[src/rtl/mem_pkg.sv]
// Shared definitions for the KS10 bus memory controller: cycle-flag bit positions,
// physical-address slice bounds, FSM state encoding and the bus cycle decoder.
package mem_pkg;

  localparam int FLAG_READ  = 3;
  localparam int FLAG_WRITE = 5;
  localparam int FLAG_IO    = 6;
  localparam int PA_LO      = 16;
  localparam int PA_HI      = 35;

  typedef enum logic [2:0] {
    ST_IDLE   = 3'd0,
    ST_ACCESS = 3'd1,
    ST_WAIT   = 3'd2,
    ST_ACK    = 3'd3,
    ST_HOLD   = 3'd4
  } state_t;

  typedef struct packed {
    logic read;
    logic write;
    logic io;
    logic owned;
  } cycle_t;

  // Read+write together is the read half of read-pause-write, so write is masked by read.
  function automatic cycle_t decode(input logic req, input logic [0:35] addr);
    cycle_t c;
    c.io    = addr[FLAG_IO];
    c.read  = addr[FLAG_READ];
    c.write = addr[FLAG_WRITE] & ~addr[FLAG_READ];
    c.owned = req & ~addr[FLAG_IO] & (addr[FLAG_READ] | addr[FLAG_WRITE]);
    return c;
  endfunction

endpackage

[src/rtl/mem_ctrl.sv]
// KS10 bus memory controller: decodes arbiter memory cycles, sequences a synchronous
// SRAM through programmable wait states, returns a one-cycle ack or an NXM pulse.
module mem_ctrl
  import mem_pkg::*;
#(
  parameter int WAIT_STATES = 2,
  parameter int MEM_WORDS   = 262144
) (
  input  logic        clk,
  input  logic        rst,
  input  logic        busREQI,
  output logic        busACKO,
  input  logic [0:35] busADDRI,
  input  logic [0:35] busDATAI,
  output logic [0:35] busDATAO,
  output logic [0:19] ssramADDR,
  output logic [0:35] ssramDOUT,
  input  logic [0:35] ssramDIN,
  output logic        ssramRD,
  output logic        ssramWR,
  output logic        nxmO
);

  state_t      state;
  logic [3:0]  wait_cnt;
  logic        op_read;
  logic        rd_pending;
  logic [0:35] rd_data;
  logic        ack;
  logic [0:19] addr_q;
  logic [0:35] dout_q;
  logic        rd_q;
  logic        wr_q;
  logic        nxm_q;

  cycle_t      cyc;
  logic [0:19] pa;
  logic        in_range;

  assign cyc      = decode(busREQI, busADDRI);
  assign pa       = busADDRI[PA_LO:PA_HI];
  assign in_range = ({1'b0, pa} < 21'(MEM_WORDS));

  assign busACKO   = ack;
  assign ssramADDR = addr_q;
  assign ssramDOUT = dout_q;
  assign ssramRD   = rd_q;
  assign ssramWR   = wr_q;
  assign nxmO      = nxm_q;

  // With zero wait states the SRAM word only appears during ACK, so it bypasses the capture register.
  assign busDATAO = (ack && op_read) ? ((WAIT_STATES == 0) ? ssramDIN : rd_data) : 36'd0;

  always_ff @(posedge clk) begin
    if (rst) begin
      state      <= ST_IDLE;
      wait_cnt   <= 4'd0;
      op_read    <= 1'b0;
      rd_pending <= 1'b0;
      rd_data    <= 36'd0;
      ack        <= 1'b0;
      addr_q     <= 20'd0;
      dout_q     <= 36'd0;
      rd_q       <= 1'b0;
      wr_q       <= 1'b0;
      nxm_q      <= 1'b0;
    end else begin
      rd_q       <= 1'b0;
      wr_q       <= 1'b0;
      nxm_q      <= 1'b0;
      ack        <= 1'b0;
      rd_pending <= rd_q;
      if (rd_pending) begin
        rd_data <= ssramDIN;
      end else begin
        rd_data <= rd_data;
      end
      case (state)
        ST_IDLE: begin
          if (cyc.owned && in_range) begin
            addr_q  <= pa;
            dout_q  <= busDATAI;
            op_read <= cyc.read;
            rd_q    <= cyc.read;
            wr_q    <= cyc.write;
            state   <= ST_ACCESS;
          end else if (cyc.owned) begin
            nxm_q <= 1'b1;
            state <= ST_HOLD;
          end else begin
            state <= ST_IDLE;
          end
        end
        ST_ACCESS: begin
          if (!busREQI) begin
            state <= ST_IDLE;
          end else if (WAIT_STATES == 0) begin
            ack   <= 1'b1;
            state <= ST_ACK;
          end else begin
            wait_cnt <= 4'(WAIT_STATES);
            state    <= ST_WAIT;
          end
        end
        ST_WAIT: begin
          if (!busREQI) begin
            wait_cnt <= 4'd0;
            state    <= ST_IDLE;
          end else if (wait_cnt == 4'd1) begin
            wait_cnt <= 4'd0;
            ack      <= 1'b1;
            state    <= ST_ACK;
          end else begin
            wait_cnt <= wait_cnt - 4'd1;
          end
        end
        ST_ACK: begin
          state <= ST_HOLD;
        end
        ST_HOLD: begin
          if (!busREQI) begin
            state <= ST_IDLE;
          end else begin
            state <= ST_HOLD;
          end
        end
        default: begin
          state <= ST_IDLE;
        end
      endcase
    end
  end

endmodule

[config.mk]
export PLATFORM = sky130hd
export DESIGN_NAME = mem_ctrl
export DESIGN_NICKNAME = d
export VERILOG_FILES = /design/src/rtl/mem_pkg.sv /design/src/rtl/mem_ctrl.sv
export SDC_FILE = /design/constraint.sdc
export NUM_CORES = 1
export LEC_CHECK = 0
export ABC_AREA = 1
export CAP_MARGIN = 20
export CORE_MARGIN = 3
export CORE_UTILIZATION = 39
export CTS_CLUSTER_SIZE = 12
export DETAILED_ROUTE_END_ITERATION = 12
export GPL_TIMING_DRIVEN = 0
export PLACE_DENSITY = 0.77
export SKIP_LAST_GASP = 1
export SYNTH_ARGS = -nofsm -noshare
export SYNTH_HDL_FRONTEND = slang
export SYNTH_SLANG_ARGS = --single-unit
[constraint.sdc]
create_clock -name clk -period 1.4 [get_ports clk]
set_input_delay 0.28 -clock clk [delete_from_list [all_inputs] [get_ports clk]]
set_output_delay 0.28 -clock clk [all_outputs]
set_load 0.1 [all_outputs]
==> results.md, run 1 <==
| Metric | Reported | Unit |
|---|---|---|
| Origin of the worst setup path | op_read | - |
| Critical Path Fanout Max | 6 | - |
| Worst min-delay path class | input port to register | - |
| VDD IR max | 0.000684 | V |
| Met2 demand-to-capacity share in global routing | 0.432 | - |
| Cell depth of the worst hold path | 2 | - |
| Worst Reg-to-Reg Cells | 9 | - |
| Final-stage net count | 842 | - |
| Data required time at the worst endpoint | 1.12 | ns |
| Cell family contributing the most delay on the critical path | flip-flops | - |
| Aggregate global routing overflow | 0 | - |
| Delay of the slowest critical-path stage | 0.42 | ns |
| Reg-to-reg critical path startpoint | state[1] | - |
| Actual slew at the worst max-slew pin | 0.511 | ns |
| Share of the clock period used by the worst path after layout | 1.18 | - |
| Global-route wire length before repair | 21,300 | um |
| Clock latency on the worst-skew pair | 0.36 | ns |
| Top Ports | 207 | - |
| Detail Route Antenna Nets | 0 | - |
| Horiz. Die Dim | 106 | um |
| Synthesis warning total | 0 | - |
| Leakage Power | 0.00272 | uW |
| FP Rows | 35 | - |
| Max Fclk | 604 | MHz |
| Die area | 11,300 | um2 |
| Total core area | 9500 | um2 |
| Slowest cell on crit path | sky130_fd_sc_hd__dfxtp_4 | - |
| Post-DR vias/cell | 4.90 | - |
| RR Endpoint | ssramDOUT[30] | - |
| Seq/Total Area, Yosys | 0.537 | - |
| Initial core utilization | 0.412 | - |
| Met1 routing resource usage after global routing | 0.250 | - |
| Final Wtd Congestion | 0.815 | - |
| Cell variety after synth | 27 | - |
| Outcome | complete, but fails checks | - |
| Critical path data arrival time | 1.38 | ns |
| Sequential Area | 2120 | um2 |
| Routed length per instance | 16.4 | um |
| FILL cells | 666 | - |
| Max Transition Viols Final | 0 | - |
| GRT met3 Usage | 0.0856 | - |
| Final-report setup violation count | 37 | - |
| Headroom to the max-slew limit | 0.660 | - |
| Vert. Die Dim | 106 | um |
| Final Routed Wirelength | 14,100 | um |
| Register-to-Register Setup Slack | 0.02 | ns |
| Violations in the final reports | setup timing | - |
| Chain of cells forming the critical path | nand2_8 > clkbuf_16 > nor2_4 > buf_12 | - |
| TritonCTS clock tree | yes | - |
| Detailed-route DRC error count | 0 | - |
| HP Start | busADDRI[3] | - |
| Avg Inst Size Synth | 7.62 | um2 |
| Vias in the first global route | 4,383 | - |
| Final worst clock skew | 0.0167 | ns |
| Via total after detailed routing | 4,230 | - |
| Number of antenna violations at the first check in global routing | 1 | - |
| Power density over the cells | 831 | nW/um2 |
| Instance area at placement | 6350 | um2 |
| Worst-case clock buffer depth | 2 | - |
| Area of the multi-input gates | 1820 | um2 |
| Setup repair after global routing missed its margin | true | - |
| Max-cap viol count | 0 | - |
| Clock sinks | 105 | - |
| CP endpoint kind | output port | - |
| Master cell of the clock root buffer | sky130_fd_sc_hd__clkbuf_8 | - |
| Share of the core filled with cells in the final layout | 0.751 | - |
| Sum of internal, switching and leakage power | 5930 | uW |
| Mapped cell area | 3920 | um2 |
| Nets in the synthesized netlist | 627 | - |
| Final worst slack | -0.255 | ns |
| Signed area change from the synthesized netlist to the final layout | 82.2 | % |
| Most frequent cells in the layout | sky130_fd_sc_hd__nor2_1 (121), sky130_fd_sc_hd__dfxtp_1 (100), sky130_fd_sc_hd__clkdlybuf4s50_1 (92), sky130_fd_sc_hd__buf_4 (60), sky130_fd_sc_hd__o21ai_0 (55) | - |
| Design area | 7140 | um2 |
| Post-placement cell count | 835 | - |
| CTS Buf Count | 9 | - |
| Post-layout minimum cycle time | 1.66 | ns |
| Largest net degree at the start of global routing | 20 | - |
| H-Tree Depth | 3 | - |
| Port-buffer cells | 192 | - |
| Share of layout cells above drive strength 1 | 0.281 | - |
| Worst-path clk slew | 0.10 | ns |
| Number of non-filler instances in the completed layout | 864 | - |
| CP startpoint kind | register | - |
| Most common library cell in the layout ignoring fill and taps | sky130_fd_sc_hd__nor2_1 | - |
| Number of synthesized register bits | 105 | - |
| Top Usage Layer GRT | met2 | - |
| Category of the critical setup timing path | register to output port | - |
| TritonRoute pass-1 iters | 4 | - |
| Number of hold-slack violations in the final timing report | 0 | - |
| Hold EP | ssramWR | - |
| Syn Inst Count | 514 | - |
| DPL Wire Length | 9520 | um |
| Buffers and inverters on the worst path | 2 | - |
| GRT Total Usage | 0.236 | - |
| Detailed router's first-iteration violation count | 131 | - |
power breakdown:
group	switching (uW)	total [uW]	internal (uW)	leakage [uW]
registers	31.6	3070	3040	0.000852
clock network	1080	1850	773	0.0000984
logic	608	1010	407	0.00177
total	1720	5930	4220	0.00272
how the worst max path moves through the flow:
| stage | end | depth (start not counted) | slack [ns] |
|---|---|---|---|
| detailed placement | busDATAO[21] | 4 | -0.96 |
| floorplan | busDATAO[10] | 3 | -0.30 |
| finish | busDATAO[16] | 4 | -0.26 |
| CTS | busDATAO[14] | 4 | -0.26 |
| global placement | busDATAO[21] | 4 | -0.94 |
| global route | busDATAO[14] | 4 | -0.30 |
per-layer routing:
layer  wire length (um)  part of all wire  up-vias
met2               7320              0.52      180
met3               1340             0.095       21
met5                  0                 0        -
met1               5240              0.37     1967
met4                226             0.016        0
li1                   -                 -     2062
flip-flops by register name, summed over array words and instances (netlist names), 3 cells and up:
signal	flops
rd_data	36
ssramDOUT	36
ssramADDR	20
wait_cnt	4
state	3
synthesized netlist by cell type (all sizes together):
library cell / count / area [um2]
inv: 47 / 176
nand3: 7 / 45.0
buf: 9 / 71.3
nand4: 1 / 6.26
clkbuf: 24 / 91.3
nand3b: 1 / 7.51
nand2: 16 / 60.1
nor2: 160 / 603
or2: 1 / 6.26
a21oi: 41 / 205
a22oi: 1 / 7.51
o21ai: 91 / 455
clkinv: 2 / 12.5
dfxtp: 105 / 2100
ha: 2 / 25.0
a31oi: 1 / 6.26
nor3: 3 / 20.0
xor2: 1 / 8.76
o211ai: 1 / 7.51
per-stage QoR:
stage          hold WS, ns  TNS (ns)  setup WS [ns]
2_1_floorplan        0.346     -8.95         -0.303
3_3_place_gp         0.414    -80.05         -0.938
3_5_place_dp         0.421    -83.17         -0.957
4_1_cts              0.159     -8.64         -0.262
5_1_grt              0.169     -9.89         -0.298
6_report             0.170     -7.87         -0.255
repair_timing:
item | in CTS | in global routing
resized for setup | 720 | 68
cloned | 4 | 6
buffers inserted | 1 | 3
setup endpoints to repair | 151 | 100
endpoints found under the hold margin | 0 | 0
pin swaps | 7 | 12
hold buffers | 0 | 0
layout make-up:
cell class / count / area share
flip-flops and latches: 105 / 0.296
clock buffers: 10 / 0.0209
repair inverters: 1 / 0.00123
inverters: 49 / 0.0275
plain buffers: 32 / 0.0424
clock inverters: 6 / 0.00666
multi-input cells: 328 / 0.255
repair buffers: 203 / 0.326
diodes: 1 / 0.000351
well taps: 129 / 0.0226
kinds of logic (layout without fill, tap and decap cells):
group,after synthesis,in the layout,share of synthesized area
buf+inv,82,301,0.0897
fa+ha+maj,2,2,0.00639
xor+xnor,1,1,0.00224
other cells,0,1,0
compound gates,135,135,0.174
flops,105,105,0.537
simple gates,189,190,0.191
worst reg2reg max path: stages (launching register included):
cell and delay, ns:
sky130_fd_sc_hd__dfxtp_4 0.37, sky130_fd_sc_hd__nor2_4 0.11, sky130_fd_sc_hd__nand2_2 0.09, sky130_fd_sc_hd__nor2_4 0.13
sky130_fd_sc_hd__nand2_4 0.07, sky130_fd_sc_hd__buf_12 0.16, sky130_fd_sc_hd__inv_6 0.10, sky130_fd_sc_hd__clkbuf_16 0.15
sky130_fd_sc_hd__nor2_1 0.04, sky130_fd_sc_hd__nor2_1 0.12
No activity file was read; power rests on OpenSTA's default activity.
==> run 2, diff against run 1 <==
Settings changed: SLEW_MARGIN from default to 20.
==> results of run 2 <==
Same layout as run 1: the final DEF is identical, and so are final timing and power.
